`config.mk`:
```
export PLATFORM = sky130hd
export DESIGN_NAME = axi4_master_arb
export DESIGN_NICKNAME = d
export VERILOG_FILES = /design/src/rtl/axi4_master_arb.sv
export SDC_FILE = /design/constraint.sdc
export NUM_CORES = 1
export LEC_CHECK = 0
export CORE_AREA = 2 2 193 195
export CTS_CLUSTER_SIZE = 16
export DETAILED_ROUTE_END_ITERATION = 12
export DIE_AREA = 0 0 195 197
export GPL_TIMING_DRIVEN = 0
export MAX_ROUTING_LAYER = met4
export PLACE_DENSITY = 0.56
export SYNTH_ARGS = -nofsm -noshare
export SYNTH_HDL_FRONTEND = slang
export SYNTH_SLANG_ARGS = --single-unit
```
`constraint.sdc`:
```
create_clock -name clk -period 4.5 [get_ports clk]
set_input_delay 0.675 -clock clk [delete_from_list [all_inputs] [get_ports clk]]
set_output_delay 0.675 -clock clk [all_outputs]
set_load 0.05 [all_outputs]
```
`src/rtl/axi4_master_arb.sv`:
```
// axi4_master_arb: round-robin AXI4 read arbiter with an independent single-beat write path
module axi4_master_arb #(
  parameter int NUM_RD    = 2,
  parameter int ADDR_W    = 32,
  parameter int DATA_W    = 64,
  parameter int ID_W      = 4,
  parameter int BURST_LEN = 1
) (
  input  logic                     clk,
  input  logic                     rst,
  input  logic [NUM_RD-1:0]        rd_req_i,
  input  logic [NUM_RD*ADDR_W-1:0] rd_addr_i,
  output logic [NUM_RD-1:0]        rd_gnt_o,
  output logic [DATA_W-1:0]        rd_data_o,
  output logic [NUM_RD-1:0]        rd_valid_o,
  output logic                     rd_last_o,
  output logic                     rd_err_o,
  input  logic                     wr_req_i,
  input  logic [ADDR_W-1:0]        wr_addr_i,
  input  logic [DATA_W-1:0]        wr_data_i,
  input  logic [DATA_W/8-1:0]      wr_strb_i,
  output logic                     wr_gnt_o,
  output logic                     wr_done_o,
  output logic                     wr_err_o,
  output logic [ID_W-1:0]          awid,
  output logic [ADDR_W-1:0]        awaddr,
  output logic [7:0]               awlen,
  output logic [2:0]               awsize,
  output logic [1:0]               awburst,
  output logic                     awvalid,
  input  logic                     awready,
  output logic [DATA_W-1:0]        wdata,
  output logic [DATA_W/8-1:0]      wstrb,
  output logic                     wlast,
  output logic                     wvalid,
  input  logic                     wready,
  input  logic [ID_W-1:0]          bid,
  input  logic [1:0]               bresp,
  input  logic                     bvalid,
  output logic                     bready,
  output logic [ID_W-1:0]          arid,
  output logic [ADDR_W-1:0]        araddr,
  output logic [7:0]               arlen,
  output logic [2:0]               arsize,
  output logic [1:0]               arburst,
  output logic                     arvalid,
  input  logic                     arready,
  input  logic [ID_W-1:0]          rid,
  input  logic [DATA_W-1:0]        rdata,
  input  logic [1:0]               rresp,
  input  logic                     rlast,
  input  logic                     rvalid,
  output logic                     rready
);
  localparam int PW = NUM_RD > 1 ? $clog2(NUM_RD) : 1;
  localparam int SW = DATA_W / 8;
  localparam logic [2:0] SIZE = 3'($clog2(SW));
  localparam logic [8:0] LAST_CNT = 9'(BURST_LEN - 1);
  typedef enum logic [1:0] {R_IDLE, R_ADDR, R_DATA} r_state_t;
  typedef enum logic [1:0] {W_IDLE, W_SEND, W_RESP} w_state_t;
  r_state_t r_state_q, r_state_d;
  w_state_t w_state_q, w_state_d;
  logic [PW-1:0] ptr_q, ptr_d, owner_q, owner_d, pick;
  logic [8:0] cnt_q, cnt_d;
  logic [NUM_RD-1:0] rd_gnt_q, rd_gnt_d, rd_valid_q, rd_valid_d;
  logic [ADDR_W-1:0] araddr_q, araddr_d, awaddr_q, awaddr_d;
  logic [DATA_W-1:0] rd_data_q, rd_data_d, wdata_q, wdata_d;
  logic [SW-1:0] wstrb_q, wstrb_d;
  logic arvalid_q, arvalid_d, rd_last_q, rd_last_d, rd_err_q, rd_err_d;
  logic awvalid_q, awvalid_d, wvalid_q, wvalid_d;
  logic wr_gnt_q, wr_gnt_d, wr_done_q, wr_done_d, wr_err_q, wr_err_d;
  logic beat;

  assign beat = rvalid && r_state_q == R_DATA && rid == ID_W'(owner_q);

  // round-robin pick: the requester at the smallest offset from the pointer wins
  always_comb begin
    pick = ptr_q;
    for (int k = NUM_RD - 1; k >= 0; k--)
      if (rd_req_i[(int'(ptr_q) + k) % NUM_RD]) pick = PW'((int'(ptr_q) + k) % NUM_RD);
  end

  // read FSM: grant, AR handshake, then register each beat belonging to the owner
  always_comb begin
    r_state_d  = r_state_q;
    ptr_d      = ptr_q;
    owner_d    = owner_q;
    cnt_d      = cnt_q;
    araddr_d   = araddr_q;
    arvalid_d  = arvalid_q;
    rd_gnt_d   = '0;
    rd_valid_d = '0;
    rd_data_d  = rd_data_q;
    rd_last_d  = 1'b0;
    rd_err_d   = 1'b0;
    case (r_state_q)
      R_IDLE: if (|rd_req_i) begin
        r_state_d = R_ADDR;
        owner_d   = pick;
        ptr_d     = pick == PW'(NUM_RD - 1) ? '0 : pick + 1'b1;
        araddr_d  = rd_addr_i[pick*ADDR_W +: ADDR_W];
        arvalid_d = 1'b1;
        rd_gnt_d  = NUM_RD'(1) << pick;
        cnt_d     = '0;
      end
      R_ADDR: if (arready) begin
        arvalid_d = 1'b0;
        r_state_d = R_DATA;
      end
      default: if (beat) begin
        rd_valid_d = NUM_RD'(1) << owner_q;
        rd_data_d  = rdata;
        rd_last_d  = rlast;
        rd_err_d   = rresp != 2'b00 || rlast != (cnt_q == LAST_CNT);
        cnt_d      = cnt_q + 1'b1;
        r_state_d  = rlast ? R_IDLE : R_DATA;
      end
    endcase
  end

  // write FSM: capture, independent AW/W handshakes, then wait for B
  always_comb begin
    w_state_d = w_state_q;
    awaddr_d  = awaddr_q;
    wdata_d   = wdata_q;
    wstrb_d   = wstrb_q;
    awvalid_d = awvalid_q;
    wvalid_d  = wvalid_q;
    wr_gnt_d  = 1'b0;
    wr_done_d = 1'b0;
    wr_err_d  = 1'b0;
    case (w_state_q)
      W_IDLE: if (wr_req_i) begin
        w_state_d = W_SEND;
        awaddr_d  = wr_addr_i;
        wdata_d   = wr_data_i;
        wstrb_d   = wr_strb_i;
        awvalid_d = 1'b1;
        wvalid_d  = 1'b1;
        wr_gnt_d  = 1'b1;
      end
      W_SEND: begin
        awvalid_d = awvalid_q && !awready;
        wvalid_d  = wvalid_q && !wready;
        w_state_d = !awvalid_d && !wvalid_d ? W_RESP : W_SEND;
      end
      default: if (bvalid) begin
        wr_done_d = 1'b1;
        wr_err_d  = bresp != 2'b00;
        w_state_d = W_IDLE;
      end
    endcase
  end

  // read path registers
  always_ff @(posedge clk or negedge rst) begin
    if (!rst) begin
      r_state_q  <= R_IDLE;
      ptr_q      <= '0;
      owner_q    <= '0;
      cnt_q      <= '0;
      araddr_q   <= '0;
      arvalid_q  <= 1'b0;
      rd_gnt_q   <= '0;
      rd_valid_q <= '0;
      rd_data_q  <= '0;
      rd_last_q  <= 1'b0;
      rd_err_q   <= 1'b0;
    end else begin
      r_state_q  <= r_state_d;
      ptr_q      <= ptr_d;
      owner_q    <= owner_d;
      cnt_q      <= cnt_d;
      araddr_q   <= araddr_d;
      arvalid_q  <= arvalid_d;
      rd_gnt_q   <= rd_gnt_d;
      rd_valid_q <= rd_valid_d;
      rd_data_q  <= rd_data_d;
      rd_last_q  <= rd_last_d;
      rd_err_q   <= rd_err_d;
    end
  end

  // write path registers
  always_ff @(posedge clk or negedge rst) begin
    if (!rst) begin
      w_state_q <= W_IDLE;
      awaddr_q  <= '0;
      wdata_q   <= '0;
      wstrb_q   <= '0;
      awvalid_q <= 1'b0;
      wvalid_q  <= 1'b0;
      wr_gnt_q  <= 1'b0;
      wr_done_q <= 1'b0;
      wr_err_q  <= 1'b0;
    end else begin
      w_state_q <= w_state_d;
      awaddr_q  <= awaddr_d;
      wdata_q   <= wdata_d;
      wstrb_q   <= wstrb_d;
      awvalid_q <= awvalid_d;
      wvalid_q  <= wvalid_d;
      wr_gnt_q  <= wr_gnt_d;
      wr_done_q <= wr_done_d;
      wr_err_q  <= wr_err_d;
    end
  end

  assign rd_gnt_o   = rd_gnt_q;
  assign rd_data_o  = rd_data_q;
  assign rd_valid_o = rd_valid_q;
  assign rd_last_o  = rd_last_q;
  assign rd_err_o   = rd_err_q;
  assign arid       = ID_W'(owner_q);
  assign araddr     = araddr_q;
  assign arlen      = 8'(BURST_LEN - 1);
  assign arsize     = SIZE;
  assign arburst    = 2'b01;
  assign arvalid    = arvalid_q;
  assign rready     = r_state_q == R_DATA;
  assign awid       = awvalid_q ? ID_W'(NUM_RD) : '0;
  assign awaddr     = awaddr_q;
  assign awlen      = '0;
  assign awsize     = SIZE;
  assign awburst    = 2'b01;
  assign awvalid    = awvalid_q;
  assign wdata      = wdata_q;
  assign wstrb      = wstrb_q;
  assign wlast      = wvalid_q;
  assign wvalid     = wvalid_q;
  assign bready     = w_state_q == W_RESP;
  assign wr_gnt_o   = wr_gnt_q;
  assign wr_done_o  = wr_done_q;
  assign wr_err_o   = wr_err_q;
endmodule

```
# Word-level counts from Yosys, hierarchy flattened
# Index checks and enable logic that the tools add are counted.
# Widths: inputs -> output; s select.
# word_totals
ff_bits	227
inputBits	255
# classes
addsub	3
order_cmp	2
eq_ne	9
shifts	3
muxes	41
bitwise_logic	3
n_reduce_logical	31
# ops
operator	count
$shiftx 64x7->32	1
$mux 2	12
$mux 1	21
$mux 9	2
$pmux 9 s2	1
$reduce_and 2->1	5
$reduce_bool 2->1	5
$add 9x1->9 const B	1
$logic_not 9->1	1
$reduce_and 3->1	3
$pmux 2 s2	2
$ne 2x2->1 const B	3
$pmux 1 s2	3
$reduce_bool 3->1	2
$reduce_or 2->1	3
$logic_and 1x1->1	5
$eq 2x1->1 const B	2
$eq 2x2->1 const B	2
$eq 4x1->1	1
$logic_not 1->1	4
$logic_not 2->1	2
$shl 1x1->2 const A	2
$lt 2x3->1 const B	1
$add 1x1->1 const B	2
other kinds (5)	6

# Depth between registers and ports, before layout
# depth
word_depth	10
depth_mapped	8
ltp_nobuf	6

# Worst setup path before layout
# No wires, ideal clock.
# synth_timing
kind	input to register
start	input port rid[1]
end	register cnt_q[5]
setup_time_ns	0.078
arrival_ns	2.313
path_slack_ns	2.109
path_stages	5
cell_sequence	or4b_4 or3_1 buf_2 or4_1 a21oi_1
# synth_via
elab_chain_cells	4
# synth_rtl
item	line	source
start, declared	48	input logic [ID_W-1:0] rid,
$eq 4x1->1	74	assign beat = rvalid && r_state_q == R_DATA && rid == ID_W'(owner_q);
$logic_and 1x1->1	74	
$reduce_bool 2->1 (no line)	-	
$reduce_and 3->1 (no line)	-	
end signal, assigned	173	cnt_q <= cnt_d;
end, declared	64	logic [8:0] cnt_q, cnt_d;
# No other way between the ends.
# A chain may end at the register's enable or synchronous reset.

# Final worst setup path
# layout_timing
start	input port wr_req_i
end	register awaddr_q[28], in the netlist awaddr[28]
# layout_via
elab_chain_cells	1
# layout_rtl
item	line	source
start, declared	18	input logic wr_req_i,
$reduce_and 2->1 (no line)	-	
end signal, assigned	198	awaddr_q <= awaddr_d;
end, declared	66	logic [ADDR_W-1:0] araddr_q, araddr_d, awaddr_q, awaddr_d;
# No other way between the ends.

==> summary.txt <==
Status: finished, final reports clean
Worst skew pair latency: 0.53 ns
Die ar.: 0.0384 sq mm
Root buf cell: clkbuf_16
Flop2flop setup slack: 1.68 ns
Minimum clock period: 2.95 ns
H-tree levels: 1
Hold Crit Depth: 2
Vias in the first global route: 7982
Peak VDD IR: 444 uV
Mapped Area: 0.00899 sq mm
Gr usage total: 15.8%
Asr flop ratio synth: 100%
Hold_ws: 0.471 ns
Hold Buf Count CTS: 1
Initial core utilization: 24.8%
Routed WL: 30100 um
Largest net degree at the start of global routing: 108
Post-CTS Setup Bufs: 0
R2R cell count: 6
Vias per cell: 4.25
Post-DP HPWL: 22700 um
# diodes: 0
Post-cts resize count: 0
Chip width: 195 um
Hold Fails Final Rpt: 0
Power density cells: 803 mW/mm^2
Skew final: 0.00766 ns
Post-synth top area cell: dfrtp_1
Req. time, crit path: 4.92 ns
Relative slew slack: 48.2%
P&R area growth vs syn: 70.9%
HP Class: reg2reg
Port bufs: 467
Site row count: 70
# setup viols final: 0
IO Pins: 504
Cell variety after synth: 39
Reg-to-Reg End: awaddr[28]
Post-synthesis instance total: 756
Unrepaired setup endpoints after global routing: false
Hold EP: rd_data_o[19]
Final Cycle Share: 65.6%
Core Area: 0.0363 sq mm
Register area share after synthesis: 63.2%
Main synth FF type: dfrtp_1
Synth Register Bits: 227
GRT overflow: 0
Routed via count: 7547
Kind of critical path: in2reg
Num CTS Buffers: 28
Routed Antenna Nets: 0
CP endpoint kind: register
Hold_sp: rd_data_o[19]
Synth area leaders: dfrtp_1 63%, mux2_2 13%, nand2_1 8.4%
Top cell type's share of synthesized area: 63.2%
Layout cells sized above 1: 15.2%
Detailed Route Iter0 Violations: 339
Clk buf depth: 3
CTS tree: built
DRC Markers: 0
Fmax: 339 MHz
Tightest Pin Transition: 0.778 ns
First-pass GRT wire length: 46000 um
DR WL/cell: 16.9 um
Max Slew Vio Count: 0
Critical Path AT: 3.37 ns
Max-Cap Viols: 0
Critical path fanouts, max: 10
Initial antenna violation count: 0
EDFF count, synth: 0
Clk sink count: 227
CTS clock-pin slew for the worst setup and hold paths: 0.06 ns
Reg-to-Reg Start: w_state_q[1]
Ys Warns: 0
GPL Wtd Cong: 0.788
Height of the die: 197 um
Layout Nets: 1544
Syn_area_per_cell: 11.9 sq um
First-pass iteration count of the detailed router: 6
Startpoint Class: input pin
Leakage: 6.86 nW
TNS Setup: 0 ns
-- layout by cell type, fill, tap and decap left out, types with 3 or more instances in the layout --
cell,synthesis,routed
or4_1,3,3
clkbuf_8,0,7
buf_4,35,35
a21oi_1,6,6
nor2b_1,5,5
buf_2,6,7
a222oi_1,31,31
nor2_1,9,9
nor3_1,4,4
clkbuf_16,0,29
o21ai_0,6,6
o22ai_1,3,3
o31ai_1,4,4
nand2_1,202,202
conb_1,2,32
clkdlybuf4s50_1,0,466
dfrtp_1,227,227
mux2_2,104,104
nand3_1,7,7
buf_1,3,3
clkbuf_1,31,35
clkinv_2,0,8
mux2i_1,4,4
inv_1,38,38
clkinvlp_4,0,3
-- Yosys cell counts, types with 2 or more instances --
master and number:
nor2_1 9, xor2_1 2, mux2i_1 4, nor2b_1 5, a222oi_1 31, nand2b_1 2, and2_1 2, o31ai_1 4
conb_1 2, mux2_2 104, nor3_1 4, clkbuf_1 31, o22ai_1 3, a21oi_1 6, nand2_1 202, ha_1 2
buf_4 35, a21o_1 2, nor4_1 2, inv_1 38, buf_2 6, dfrtp_1 227, o21ai_0 6, or3_1 2
nand3_1 7, or4_1 3, buf_1 3
-- how the worst max path moves through the flow --
| stage | startpoint | end | slack, ns | cells after the start |
|---|---|---|---|---|
| 6_report | wr_req_i | awaddr[28] | 1.55 | 7 |
| 5_1_grt | wr_req_i | awaddr[27] | 1.25 | 7 |
| 2_1_floorplan | rid[1] | cnt_q[5] | 2.11 | 5 |
| 4_1_cts | wr_req_i | awaddr[28] | 1.40 | 7 |
| 3_5_place_dp | wr_req_i | awaddr[28] | 0.82 | 7 |
| 3_3_place_gp | rst | rd_data_o[8] | -7.72 | 1 |
-- flip-flops by register name, indices dropped and copies added (netlist names), 2 cells and up --
signal	cells
wstrb	8
r_state_q	2
rd_gnt_o	2
awaddr	32
araddr	32
rd_valid_o	2
wdata	64
w_state_q	2
rd_data_o	64
cnt_q	9
-- kinds of logic (layout without fill, tap and decap cells) --
kind of cell	Yosys count	count (layout)	synth area share [%]
muxes	108	108	13.5
xor gates and xnor gates	3	3	0.292
buffers and inverters	113	636	6.26
DFF	227	227	63.2
adders and majority gates	3	3	0.390
other	2	32	0.0835
AOI/OAI and AO/OA	58	58	5.36
and+or+nand+nor	242	242	11.0
-- final cells by class --
| type | count | area, sq um |
|---|---|---|
| Tap cell | 468 | 586 |
| Sequential cell | 227 | 5680 |
| Fill cell | 3496 | 20900 |
| Clock buffer | 40 | 837 |
| Timing Repair Buffer | 471 | 4750 |
| Multi-Input combinational cell | 446 | 2860 |
| Clock inverter | 12 | 92.6 |
| Buffer | 75 | 420 |
| Inverter | 38 | 143 |
-- routing by layer --
layer	GRT usage [%]	vias to the layer above	part of all wire (%)
met5	-	-	0
met4	3.99	0	2.6
met3	4.16	47	7.7
met2	26.3	328	48
met1	19.0	3621	41
li1	-	3551	-
-- metrics by stage --
step                      util (%)  std cells  instance area [sq um]  power (mW)  setup WS [ns]
after global routing          42.4       1777                  15400        12.9           1.25
after floorplan                  -        786                   9100        7.70           2.11
after CTS                     42.4       1777                  15400        12.5           1.40
after detailed placement      39.8       1724                  14400        10.2          0.820
after global placement        39.6       1721                  14400        10.1          -7.72
final                         42.4       1777                  15400        12.3           1.55
-- power by group --
| part | leakage, nW | switching [mW] | total (mW) | internal [mW] |
|---|---|---|---|---|
| clock network | 0.458 | 0.896 | 2.24 | 1.34 |
| logic | 3.60 | 4.30 | 6.70 | 2.39 |
| registers | 2.80 | 0.477 | 3.40 | 2.92 |
-- critical path: stages --
cell and delay, ns:
clkdlybuf4s50_1 0.46, nor2b_1 0.21, nor2b_1 0.16, clkbuf_1 0.43, clkbuf_1 0.54, buf_1 0.49
mux2_2 0.40
(Power assumes the default switching activity.)
